==> src/rtl/arith_pkg.sv <==
// Shared definitions for the arithmetic lab datapath (adder and serial subtractor).
package arith_pkg;

  localparam int ARITH_W_DEFAULT = 4;

  typedef enum logic [1:0] {
    IDLE = 2'd0,
    RUN  = 2'd1,
    DONE = 2'd2
  } sub_state_t;

endpackage

==> src/rtl/sub1bitpri.sv <==
// Combinational 1-bit full subtractor cell: D = A - B - Bin, with borrow out.
module sub1bitpri (
  input  logic A,
  input  logic B,
  input  logic Bin,
  output logic Bout,
  output logic D
);

  assign D    = A ^ B ^ Bin;
  assign Bout = (~A & B) | (~(A ^ B) & Bin);

endmodule

==> src/rtl/sub_serial_4bit.sv <==
// Bit-serial two's-complement subtractor n1 - n2, LSB first, one bit per clock,
// with start/busy/done handshake and held result/borrow/overflow outputs.
module sub_serial_4bit
  import arith_pkg::*;
#(
  parameter int WIDTH = ARITH_W_DEFAULT
) (
  input  logic             clk,
  input  logic             rst_n,
  input  logic             start,
  input  logic [WIDTH-1:0] n1,
  input  logic [WIDTH-1:0] n2,
  output logic             busy,
  output logic             done,
  output logic [WIDTH-1:0] So,
  output logic             Bo,
  output logic             Ov
);

  localparam int CW = $clog2(WIDTH);
  localparam logic [CW-1:0] LAST = CW'(WIDTH - 1);

  sub_state_t       state_q, state_d;
  logic [CW-1:0]    cnt_q, cnt_d;
  logic [WIDTH-1:0] a_q, a_d;
  logic [WIDTH-1:0] b_q, b_d;
  logic [WIDTH-1:0] res_q, res_d;
  logic             bor_q, bor_d;
  logic             n1m_q, n1m_d;
  logic             n2m_q, n2m_d;
  logic [WIDTH-1:0] so_q, so_d;
  logic             bo_q, bo_d;
  logic             ov_q, ov_d;
  logic             busy_q, done_q;
  logic             bit_d, bit_bout;

  sub1bitpri u_cell (
    .A    (a_q[0]),
    .B    (b_q[0]),
    .Bin  (bor_q),
    .Bout (bit_bout),
    .D    (bit_d)
  );

  always_comb begin
    state_d = state_q;
    cnt_d   = cnt_q;
    a_d     = a_q;
    b_d     = b_q;
    res_d   = res_q;
    bor_d   = bor_q;
    n1m_d   = n1m_q;
    n2m_d   = n2m_q;
    so_d    = so_q;
    bo_d    = bo_q;
    ov_d    = ov_q;
    unique case (state_q)
      IDLE, DONE: begin
        if (start) begin
          a_d     = n1;
          b_d     = n2;
          n1m_d   = n1[WIDTH-1];
          n2m_d   = n2[WIDTH-1];
          bor_d   = 1'b0;
          cnt_d   = '0;
          state_d = RUN;
        end else begin
          state_d = IDLE;
        end
      end
      RUN: begin
        a_d   = a_q >> 1;
        b_d   = b_q >> 1;
        bor_d = bit_bout;
        res_d = {bit_d, res_q[WIDTH-1:1]};
        cnt_d = cnt_q + CW'(1);
        // Outputs change only on the final bit so partial results never show.
        if (cnt_q == LAST) begin
          so_d    = {bit_d, res_q[WIDTH-1:1]};
          bo_d    = bit_bout;
          ov_d    = (n1m_q != n2m_q) && (bit_d != n1m_q);
          state_d = DONE;
        end
      end
      default: state_d = IDLE;
    endcase
  end

  always_ff @(posedge clk or negedge rst_n) begin
    if (!rst_n) begin
      state_q <= IDLE;
      cnt_q   <= '0;
      so_q    <= '0;
      bo_q    <= 1'b0;
      ov_q    <= 1'b0;
      busy_q  <= 1'b0;
      done_q  <= 1'b0;
    end else begin
      state_q <= state_d;
      cnt_q   <= cnt_d;
      so_q    <= so_d;
      bo_q    <= bo_d;
      ov_q    <= ov_d;
      busy_q  <= (state_d == RUN);
      done_q  <= (state_d == DONE);
    end
  end

  // Datapath registers are always loaded on accept before use, so no reset.
  always_ff @(posedge clk) begin
    a_q   <= a_d;
    b_q   <= b_d;
    res_q <= res_d;
    bor_q <= bor_d;
    n1m_q <= n1m_d;
    n2m_q <= n2m_d;
  end

  assign busy = busy_q;
  assign done = done_q;
  assign So   = so_q;
  assign Bo   = bo_q;
  assign Ov   = ov_q;

endmodule

==> config.mk <==
export PLATFORM = sky130hd
export DESIGN_NAME = sub_serial_4bit
export DESIGN_NICKNAME = d
export VERILOG_FILES = /design/src/rtl/arith_pkg.sv /design/src/rtl/sub1bitpri.sv /design/src/rtl/sub_serial_4bit.sv
export SDC_FILE = /design/constraint.sdc
export NUM_CORES = 1
export LEC_CHECK = 0
export BUFFER_PORTS_ARGS = -buffer_cell sky130_fd_sc_hd__buf_2
export CORE_MARGIN = 2
export CORE_UTILIZATION = 52
export DETAILED_ROUTE_END_ITERATION = 10
export PLACE_DENSITY = 0.85
export SYNTH_ARGS = -nofsm -noshare
export SYNTH_HDL_FRONTEND = slang
export SYNTH_SLANG_ARGS = --single-unit
==> constraint.sdc <==
create_clock -name clk -period 1.6 [get_ports clk]
set_clock_uncertainty 0.05 [all_clocks]
set_input_delay 0.32 -clock clk [delete_from_list [all_inputs] [get_ports clk]]
set_output_delay 0.32 -clock clk [all_outputs]
set_load 0.005 [all_outputs]
==> metrics list, run 1 <==
- Final global-route overflow total: 0
* Setup Total Neg Slack: 0 ns
- Summing all placed instances gives a cell area of approximately 1200 um2.
* Number of clock sinks seen by CTS: 26
- For this design the ratio of total power to cell area is 2022 nW/um2.
- Area share of the leading cell type in the synthesized netlist: between 40% and 50%
- Summed over all cells, the static leakage comes to just under 0.6 nW.
* Detail-routed net length per standard cell: ~13 um
* Hold WS: ~0.12 ns
* Start point of the worst hold path: n1[3]
- The first global-routing pass estimated roughly 2800 um of wire.
- In this run the core area contains 16 standard-cell rows.
- Gp weighted congestion: ~0.77
- Critical path class: reg -> reg
- The cell sitting at the root of the clock tree is a sky130_fd_sc_hd__clkbuf_4.
- Post-Synthesis Mean Instance Area: between 10 and 15 um2
- Number of H-tree branching levels: 1
* Syn-to-layout area delta: 16.48%
* Period minus WS final: 1.478 ns
* Reg-to-reg setup timing slack: 0.12 ns
- Counting cells, the worst reg-to-reg path comes to 5.
* Number of vias in the routed layout: ~630
* Area of all placed cells without fillers: between 1000 and 1500 um2
* Initial antenna violation count: 0
* Ranking of synthesized cells by area: sky130_fd_sc_hd__edfxtp_1 (41%), sky130_fd_sc_hd__dfrtp_1 (29%), sky130_fd_sc_hd__nand2_1 (8.4%)
* Synthesized Nets: just over 90
- The final number of hold-violating endpoints came to 0.
- Global routing used between 15 and 20% of the available tracks.
- Worst R2R Start: b_q[0]
- Summing all flip-flop and latch instances after layout gives 720.7 um2.
- Data on the critical path is required at its endpoint by roughly 1.8 ns.
- The worst setup path is launched from a flip-flop.
* Final Slew Violations: 0
* Largest net degree at the start of global routing: 15
- Number of warnings reported in the yosys synthesis log: 0
* Remaining number of nets flagged by the antenna check after routing: 0
- In the final layout, the multi-input gates occupy around 280 um2.
- Peak ir drop on the vdd network: about 1000 uV
- The first routing iteration left 14 violations.
- Number of cells in the design after placement: 124
* Arrival time at the worst endpoint: ~1.7 ns
* Total wirelength of the detailed-routed design: around 1600 um
- Sequential share of the synthesized area: 69.82%
- The clock passes through at most 2 buffers.
- Largest area contributor in the synthesized netlist: sky130_fd_sc_hd__edfxtp_1
* Total Power: roughly 2.4 mW
* Count of unique library cells instantiated by Yosys: 20
- CTS Hold Buffers Added: 1
* Number of nets in the layout: roughly 120
* Final std cells w/o fill: between 100 and 150
- The flow ran to the end, and the final reports show no timing, DRC or antenna violations.
- The final critical path takes up ~92% of the cycle.
- Number of inserted diodes: 0
- The path with the worst hold slack has its endpoint at n1m_q.
- Die Height: approximately 49 um
* Netlist Area Pre-Place: about 1000 um2
* Fmax: approximately 680 MHz
- Synthesis handed over a netlist of a little under 80 instances.
* Number of remaining DRC errors: 0
* Capture point of the worst reg-to-reg path: Ov
- Summing the areas of all fa, ha and maj instances in the mapped netlist gives between 3 and 4% of the synthesized area.
- Fillers: about 160
* Number of global-route vias before repair: between 600 and 700
* Endpoints failing setup: 0
* Share of post-route cells with drive strength above 1: between 20% and 30%
- Min-delay worst type: in -> reg
- The number of setup buffers added after CTS is 0.
- Simple-gate area share of the yosys netlist: approximately 16%
* Cts bufs inserted: 3
- Setup repair after global routing left no endpoint under its margin.
- Avg Vias per Cell: roughly 4.9
- For this configuration, the core starts out at a cell density of ~54%.
- Clock insertion delay at the later pin of the skew report: approximately 0.33 ns
* Register clock-pin slew on the reported worst setup and hold paths: 0.14 ns
- After layout, the worst setup slack is 0.1218 ns.
- The first TritonRoute pass finished after 4 iterations.
* XOR/XNOR Fraction of Synth Area: 0%
- Die extent in x: between 40 and 50 um
* Share of cell area taken by muxes after synthesis: under 10%
* Post_cts resized: 0
- CTS tree: done
* Main combinational cell family by area after synthesis: simple AND/OR/NAND/NOR gates
- Port buffering added 18 buffers.
- The tool flagged a number of max-cap violations equal to 0.
- The total area inside the core boundary comes to slightly below 2000 um2.
- Slew at the pin closest to its max-slew limit: roughly 0.38 ns
* Slew Limit Headroom: between 70% and 80%
- The floorplan step defined a die boundary enclosing approximately 2400 um2.
- OpenSTA, run right after detailed placement, puts the worst setup slack at between 0.1 and 0.15 ns.
- Seq cells post-synth: 26
- Kind of end point of the critical path: flip-flop
- Cells fill 62.57% of the core in the end.
- Summing the areas of all compound-gate instances in the mapped netlist gives around 2.9% of the synthesized area.
- Maximum fanout encountered on the critical timing path: 4
* Total I/O pin count: 19
- Hold-critical path depth: 1
## final cells by class
| type | instances | area share [%] |
|---|---|---|
| well taps | 27 | 2.810 |
| repair buffers | 21 | 9.573 |
| clock buffers | 3 | 1.873 |
| flip-flops and latches | 26 | 59.94 |
| inverters | 6 | 1.873 |
| multi-input cells | 45 | 23.62 |
| clock inverters | 1 | 0.3122 |
## cells by family (layout without fill, tap and decap cells)
group                      after synthesis  in the layout
and+or+nand+nor                         33             33
DFF                                     26             26
buffers and inverters                    7             31
AOI/OAI and AO/OA                        6              6
muxes                                    4              4
adders and majority gates                2              2
## power by group
group / total [mW] / switching [mW] / internal (mW) / leakage (nW)
Combinational: 0.881 / 0.482 / 0.400 / 0.289
Clock: 0.286 / 0.194 / 0.0916 / 0.0154
Sequential: 1.26 / 0.140 / 1.12 / 0.289
## cell usage in the layout, fill, tap and decap left out
cell type,synthesis,routed
sky130_fd_sc_hd__a21oi_1,1,1
sky130_fd_sc_hd__and2_1,2,2
sky130_fd_sc_hd__buf_2,1,18
sky130_fd_sc_hd__buf_4,0,2
sky130_fd_sc_hd__clkbuf_4,0,3
sky130_fd_sc_hd__clkinv_1,1,2
sky130_fd_sc_hd__dfrtp_1,12,12
sky130_fd_sc_hd__dlygate4sd3_1,0,1
sky130_fd_sc_hd__edfxtp_1,14,14
sky130_fd_sc_hd__fa_1,1,1
sky130_fd_sc_hd__ha_1,1,1
sky130_fd_sc_hd__inv_1,5,5
sky130_fd_sc_hd__mux2_4,4,4
sky130_fd_sc_hd__nand2_1,23,23
sky130_fd_sc_hd__nand2b_1,1,1
sky130_fd_sc_hd__nand2b_2,1,1
sky130_fd_sc_hd__nand3_1,2,2
sky130_fd_sc_hd__nand3b_4,1,1
sky130_fd_sc_hd__nor2_1,1,1
sky130_fd_sc_hd__nor2b_1,1,1
sky130_fd_sc_hd__nor3b_1,1,1
sky130_fd_sc_hd__o21ai_0,1,1
sky130_fd_sc_hd__o21ai_1,4,4
## sequential cells by signal, indices dropped and copies added (netlist names)
register / flops
n1m_q: 1
busy: 1
So: 4
Bo: 1
state_q: 2
Ov: 1
done: 1
b_q: 4
n2m_q: 1
res_q: 3
bor_q: 1
cnt_q: 2
a_q: 4
## routing by layer
layer / global-route usage [%] / routed length, um
met1: 20.30 / 716
met4: 8.571 / 43
met3: 3.704 / 63
met5: 0 / 0
met2: 25.93 / 823
## critical path: stages (launching register included)
cell                       delay (ns)
sky130_fd_sc_hd__edfxtp_1        0.35
sky130_fd_sc_hd__inv_1           0.06
sky130_fd_sc_hd__fa_1            0.59
sky130_fd_sc_hd__nor2b_1         0.17
sky130_fd_sc_hd__a21oi_1         0.08
sky130_fd_sc_hd__o21ai_1         0.11
## cells in the mapped netlist
cell type                  instances
sky130_fd_sc_hd__inv_1             5
sky130_fd_sc_hd__dfrtp_1          12
sky130_fd_sc_hd__nand2b_2          1
sky130_fd_sc_hd__clkinv_1          1
sky130_fd_sc_hd__nand3b_4          1
sky130_fd_sc_hd__nand3_1           2
sky130_fd_sc_hd__nor3b_1           1
sky130_fd_sc_hd__o21ai_1           4
sky130_fd_sc_hd__nor2_1            1
sky130_fd_sc_hd__ha_1              1
sky130_fd_sc_hd__a21oi_1           1
sky130_fd_sc_hd__nand2_1          23
sky130_fd_sc_hd__and2_1            2
sky130_fd_sc_hd__fa_1              1
sky130_fd_sc_hd__nand2b_1          1
sky130_fd_sc_hd__edfxtp_1         14
sky130_fd_sc_hd__buf_2             1
sky130_fd_sc_hd__o21ai_0           1
sky130_fd_sc_hd__mux2_4            4
sky130_fd_sc_hd__nor2b_1           1
## worst max path at each step
stage	from	endpoint
2_1_floorplan	a_q[0]	Ov
3_3_place_gp	a_q[0]	Ov
6_report	b_q[0]	Ov
4_1_cts	b_q[0]	Ov
3_5_place_dp	b_q[0]	Ov
5_1_grt	b_q[0]	Ov
No activity file was read; power rests on OpenSTA's default activity.
==> inputs of run 2 (changes only) <==
--- a/config.mk
+++ b/config.mk
@@ -9,7 +9,8 @@
 export CORE_MARGIN = 2
 export CORE_UTILIZATION = 52
 export DETAILED_ROUTE_END_ITERATION = 10
-export PLACE_DENSITY = 0.85
+export GPL_TIMING_DRIVEN = 0
+export PLACE_DENSITY = 0.76
 export SYNTH_ARGS = -nofsm -noshare
 export SYNTH_HDL_FRONTEND = slang
 export SYNTH_SLANG_ARGS = --single-unit
==> metrics list, run 2 (synthesis results as in run 1) <==
* Result of the run: finished clean
- The wire length of the first global-routing pass is 2587 um (-7.4%).
- The count of input and output buffers was 18 (unchanged).
- The initial cell density of the core is 53.71% (unchanged).
* Setup WS pre-CTS: 0.07130 ns (-0.06544 ns)
* Hold WS: 0.1416 ns (+0.02343 ns)
- Setup Total Neg Slack: 0 ns (unchanged)
* Number of inserted diodes: 0 (unchanged)
- The via count of the first global-routing pass came to 578 (-6.6%).
* Peak ir drop on the vdd network: 1044 uV (+1.3%)
- CTS tree: done
* Pwr/cell area: 2027 nW/um2 (+0.28%)
- The via count normalized by instance count is 4.813 (-1.6%).
- Smallest setup slack after layout: 0.08269 ns (-0.03909 ns)
* Number of rows in the core area: 16 (unchanged)
- Number of cells in the design after placement: 123 (-0.81%)
- Total wirelength of the detailed-routed design: 1526 um (-7.3%)
- Most frequent cells in the layout: sky130_fd_sc_hd__nand2_1 (23), sky130_fd_sc_hd__buf_2 (19), sky130_fd_sc_hd__edfxtp_1 (14), sky130_fd_sc_hd__dfrtp_1 (12), sky130_fd_sc_hd__inv_1 (5)
- Total Power: 2.433 mW (about the same)
- Lkg Pwr: 0.5895 nW (-0.76%)
- Fraction of power spent switching nets: 33.31% (-0.28 points)
- The floorplan die height was 48.56 um (unchanged).
- The tightest slew margin relative to the limit was 75.81% (+1.3 points).
- The library cell used most frequently in the layout, excluding fill and tap cells, is sky130_fd_sc_hd__nand2_1.
- Final hold vios: 0 (unchanged)
- The tree is rooted in a sky130_fd_sc_hd__clkbuf_4.
- Largest net degree at the start of global routing: 15 (unchanged)
- CP cell instances: inv_1, fa_2, nor2b_1, a21oi_1, o21ai_1
- The part of the total power dissipated in combinational logic was 37.2% (+0.9 points).
- The part of the total power dissipated in the clock network came to 11.0% (-0.8 points).
- The critical path in this run is classified as reg -> reg.
* CTS max path bufs: 2 (unchanged)
* Final clock period utilization by the worst path: 94.83% (+2.4 points)
- The net switching power figure came to 0.8103 mW (-0.76%).
* Number of clock sinks seen by CTS: 26 (unchanged)
- The portion of total power attributed to sequential cells was 51.8% (-0.2 points).
* Global router's overall resource usage: 14.61% (-1.4 points)
- The detailed-route DRC error count came to 0 (unchanged).
- The number of non-filler instances in the completed layout came to 128 (-0.78%).
- The highest net fanout along the worst path came to 4 (unchanged).
* Fillers: 159 (-1.2%)
* Die area: 2358 um2 (unchanged)
* Arrival time at the worst endpoint: 1.67 ns (-0.03 ns)
* Die extent in x: 48.56 um (unchanged)
- The cell area reported after detailed placement was 1156 um2 (-0.86%).
* Fmax: 659.1 MHz (-2.6%)
- The post-route standard cell area excluding fillers was 1200 um2 (-0.21%).
- Compared with the post-synthesis result, the final layout area differs by 16.24%.
- Met1 routing resource usage after global routing: 17.45% (-2.9 points)
* Post-layout utilization of the core: 62.43% (-0.13 points)
* Initial antenna violation count: 0 (unchanged)
* Met3 track demand over resource in global routing: 3.704% (unchanged)
- The layout cell share with drive strength beyond 1 came to 29.70% (+1.3 points).
- Clock insertion delay at the later pin of the skew report: 0.30 ns (-0.03 ns)
* Min-delay worst type: in -> reg
- Slew at the pin closest to its max-slew limit: 0.3619 ns (-0.01932 ns)
- The global-route met2 utilization came to 26.16% (+0.23 points).
- Cts bufs inserted: 3 (unchanged)
- The number of setup violations in the final report is 0 (unchanged).
* Reported max-cap violation count: 0 (unchanged)
* Critical path data required time: 1.75 ns (-0.07 ns)
* Core Region: 1922 um2 (unchanged)
* Kind of end point of the critical path: flip-flop
* Gp weighted congestion: 0.7624 (-0.42%)
* Number of nets in the layout: 115 (-0.86%)
- Drt initial violations: 8 (-6)
- The final max-slew violation count came to 0 (unchanged).
* Register clock-pin slew on the reported worst setup and hold paths: 0.13 ns (about the same)
* Detail-routed net length per standard cell: 11.92 um (-6.6%)
- The top-level port count is 19 (unchanged).
- DRT Pass-1 Iters: 4 (unchanged)
- The overflow left after global routing was 0 (unchanged).
- Summed over all nets, the half-perimeter wirelength after detailed placement is 1161 um.
- Internal power: 1.622 mW (+0.49%)
- Maximum single-stage delay on the critical path: 0.48 ns (-0.11 ns)
- Period minus WS final: 1.517 ns (+0.03909 ns)
- The largest individual stage delay along the critical path comes from the cell sky130_fd_sc_hd__fa_2.
* Number of vias in the routed layout: 616 (-2.4%)
- Remaining number of nets flagged by the antenna check after routing: 0 (unchanged)
- Layer with the highest usage after global routing: met2
- The number of H-tree levels is 1 (unchanged).
- Crit start category: flip-flop
==> run 2: cell count changes in the layout (fill, tap and decap cells not counted), sizes merged <==
cell,previous run,this run
buf,20,19
clkinv,2,1
clkbuf,3,4
==> run 2: final timing paths <==
kind / start / end / slack, ns / cells after the start
max in group asynchronous: rst_n / cnt_q[1] / 0.95 / 2
setup reg to reg: bor_q / Ov / 0.08 / 5
hold reg to reg: res_q[2] / res_q[1] / 0.43 / 0
hold / removal: n1[3] / n1m_q / 0.14 / 1
setup / recovery: bor_q / Ov / 0.08 / 5
min in group asynchronous: rst_n / So[1] / 0.35 / 2
==> run 2: area by class of cell <==
type	instances	area [um2]	area share [%]
Buffer	1	5.005	0.4171
Clock buffer	4	26.28	2.190
Inverter	6	22.52	1.877
Multi-Input combinational cell	45	291.5	24.30
Sequential cell	26	720.7	60.06
Tap cell	27	33.78	2.815
Timing Repair Buffer	19	100.1	8.342
==> run 2: worst max-delay path: cells and delay by family, from the launching register on <==
kind | cells | cell delay, ns
buf+inv | 1 | 0.08
simple gates | 1 | 0.16
fa+ha+maj | 1 | 0.48
compound gates | 2 | 0.25
flops | 1 | 0.39
==> run 2: routing by layer <==
metal	part of all wire, %	vias up
met2	53	12
met4	0.85	0
met1	43	297
met5	0	-
li1	-	305
met3	3.7	2
==> run 2: power by group through the flow <==
stage               sequential, mW  combinational (mW)  clock [mW]
finish                        1.26               0.904       0.268
global route                  1.30                1.04       0.304
CTS                           1.26               0.901       0.272
detailed placement            1.28               0.893           0
global placement              1.26               0.836           0
floorplan                     1.26               0.607           0
==> run 2: repair_timing <==
item,CTS,global route
setup endpoints to repair,0,1
resized for setup,0,2
setup buffers,0,0
endpoints found under the hold margin,12,0
hold buffers,1,0
==> inputs of run 3 (changes only) <==
--- a/config.mk
+++ b/config.mk
@@ -11,6 +11,7 @@
 export DETAILED_ROUTE_END_ITERATION = 10
 export GPL_TIMING_DRIVEN = 0
 export PLACE_DENSITY = 0.76
+export SETUP_SLACK_MARGIN = 0.5
 export SYNTH_ARGS = -nofsm -noshare
 export SYNTH_HDL_FRONTEND = slang
 export SYNTH_SLANG_ARGS = --single-unit
==> metrics list, run 3 (synthesis results as in run 1) <==
- Result of the run: finished clean
- The DRC marker count from the first detailed-route iteration came to 2 (-6).
- The detailed-route DRC error count is 0 (unchanged).
* Share of post-route cells with drive strength above 1: 44.14% (+14 points)
- The routability-driven placement congestion ratio is 0.7616 (-0.10%).
- Maximum fanout encountered on the critical timing path: 4 (unchanged)
- Hold WS: 0.1253 ns (-0.01626 ns)
- Arrival time at the worst endpoint: 1.68 ns (about the same)
- Die extent in x: 48.56 um (unchanged)
- Final hold vios: 0 (unchanged)
- Final std cells w/o fill: 138 (+7.8%)
- Commonest non-fill, non-tap cell in the layout: sky130_fd_sc_hd__nand2_1
- Hold-critical path depth: 1 (unchanged)
- The portion of total power attributed to sequential cells was 45.7% (-6.1 points).
- Fraction of power consumed by combinational cells: 42.3% (+5.1 points)
- Slew at the pin closest to its max-slew limit: 0.2664 ns (-0.09556 ns)
- Fmax: 683.1 MHz (+3.7%)
* Lkg Pwr: 0.6607 nW (+12%)
- The wire length of the first global-routing pass is 2794 um (+8.0%).
- The endpoint required time on the critical path came to 1.81 ns (+0.06 ns).
* Peak ir drop on the vdd network: 1144 uV (+9.6%)
- Min-delay worst type: in -> reg
* Setup Total Neg Slack: 0 ns (unchanged)
- Setup crit start: b_q[0]
- Placed cell areas: 1196 um2 (+3.5%)
* CTS tree: done
- Critical path class: reg -> reg
* Clock insertion delay at the later pin of the skew report: 0.32 ns (+0.02 ns)
- The cell-internal power was 1.863 mW (+15%).
- Kind of end point of the critical path: flip-flop
* Area of all placed cells without fillers: 1335 um2 (+11%)
- The half-perimeter wire length after detailed placement was 1083 um (-6.7%).
- Final clock period utilization by the worst path: 91.49% (-3.3 points)
- Cts bufs inserted: 3 (unchanged)
- Final Slew Violations: 0 (unchanged)
* Core Region: 1922 um2 (unchanged)
- Reported max-cap violation count: 0 (unchanged)
* Crit start category: flip-flop
- The net switching power figure was 0.9038 mW (+12%).
- The number of clock sinks came to 26 (unchanged).
* Fillers: 139 (-13%)
* Setup WS pre-CTS: 0.1438 ns (+0.07246 ns)
- The setup slack of the critical path after layout is 0.1361 ns (+0.05344 ns).
* Avg Vias per Cell: 4.761 (-1.1%)
- Final global-route overflow total: 0 (unchanged)
- The number of setup violations in the final report is 0 (unchanged).
* Initial antenna violation count: 0 (unchanged)
- Number of inserted diodes: 0 (unchanged)
- CTS max path bufs: 2 (unchanged)
- Number of cells in the design after placement: 123 (unchanged)
- The tightest slew margin relative to the limit came to 82.24% (+6.4 points).
- The via count of the first global-routing pass is 679 (+17%).
- The post-layout utilization of the core came to 69.47% (+7.0 points).
* Fraction of power spent switching nets: 32.66% (-0.64 points)
- Period minus WS final: 1.464 ns (-0.05344 ns)
- The register-to-register setup slack was 0.14 ns (+0.05 ns).
* Number of vias in the routed layout: 657 (+6.7%)
* Die Height: 48.56 um (unchanged)
- The initial cell density of the core came to 53.71% (unchanged).
* Detail-routed net length per standard cell: 12.02 um (+0.84%)
* Input/output buffers: 18 (unchanged)
- Remaining number of nets flagged by the antenna check after routing: 0 (unchanged)
- The number of nets at the end of the flow is 125 (+8.7%).
* Clock root buffer: sky130_fd_sc_hd__clkbuf_4
- The clock slew seen by the registers of the worst setup and hold paths was 0.14 ns (about the same).
- The number of optimization iterations in the first detailed-route pass was 2 (-2).
- Total Power: 2.767 mW (+14%)
- The part of the total power dissipated in the clock network is 11.9% (+0.9 points).
- Largest net degree at the start of global routing: 15 (unchanged)
- Compared with the post-synthesis result, the final layout area differs by 29.33%.
* Number of H-tree branching levels: 1 (unchanged)
* Worst R2R Start: b_q[0]
- The startpoint identified for the worst hold timing path is n2[3].
- The top-level port count is 19 (unchanged).
- Total wirelength of the detailed-routed design: 1659 um (+8.7%)
- The total global-route track usage came to 15.70% (+1.1 points).
- Setup repair after global routing could not meet its margin everywhere.
* Most frequent cells in the layout: sky130_fd_sc_hd__nand2_1 (21), sky130_fd_sc_hd__buf_2 (18), sky130_fd_sc_hd__edfxtp_1 (14), sky130_fd_sc_hd__dfrtp_1 (12), sky130_fd_sc_hd__buf_4 (9)
- Worst-case reg-to-reg path depth: 5 (unchanged)
* Number of rows in the core area: 16 (unchanged)
* Pwr/cell area: 2073 nW/um2 (+2.2%)
- The full die area was 2358 um2 (unchanged).
run 3: changes by cell type in the layout (fill, tap and decap cells not counted), sizes merged:
| cell | delta |
|---|---|
| buf | +10 |
run 3: worst max-delay path, stage by stage, from the launching register on:
cell and delay (ns):
sky130_fd_sc_hd__edfxtp_1 0.37, sky130_fd_sc_hd__inv_2 0.04, sky130_fd_sc_hd__fa_2 0.62, sky130_fd_sc_hd__nor2b_1 0.14, sky130_fd_sc_hd__a21oi_1 0.07, sky130_fd_sc_hd__o21ai_1 0.11
run 3: layout make-up:
cell class | instances | area [um2] | share of cell area, %
Tap cell | 27 | 33.78 | 2.530
Inverter | 6 | 23.77 | 1.781
Buffer | 1 | 11.26 | 0.8435
Sequential cell | 26 | 720.7 | 53.98
Clock buffer | 4 | 36.28 | 2.718
Multi-Input combinational cell | 45 | 330.3 | 24.74
Timing Repair Buffer | 29 | 178.9 | 13.40
run 3: worst paths after layout:
| check | end |
|---|---|
| max | Ov |
| min | n2m_q |
| max reg2reg | Ov |
| min reg2reg | res_q[2] |
| max in group asynchronous | Bo |
| min in group asynchronous | So[1] |
run 3: metal layers:
layer | global-route usage [%] | vias to the layer above | routed length [um]
li1 | - | 322 | -
met1 | 18.30 | 312 | 729
met2 | 26.62 | 16 | 808
met3 | 4.012 | 7 | 70
met4 | 8.571 | 0 | 51
met5 | 0 | - | 0
run 3: timing repair:
| item | 4_1_cts | 5_1_grt |
|---|---|---|
| pin swaps | 1 | 2 |
| hold buffers | 1 | 0 |
| buffers inserted | 8 | 2 |
| hold endpoints to repair | 12 | 0 |
| endpoints found under the setup margin | 30 | 39 |
| resized for setup | 1 | 6 |
run 3: power groups by stage:
| stage | registers (mW) | logic (mW) | clock network (mW) |
|---|---|---|---|
| finish | 1.27 | 1.17 | 0.330 |
| global route | 1.31 | 1.31 | 0.367 |
| CTS | 1.26 | 1.10 | 0.333 |
| detailed placement | 1.29 | 0.958 | 0 |
| global placement | 1.27 | 0.924 | 0 |
| floorplan | 1.27 | 0.688 | 0 |
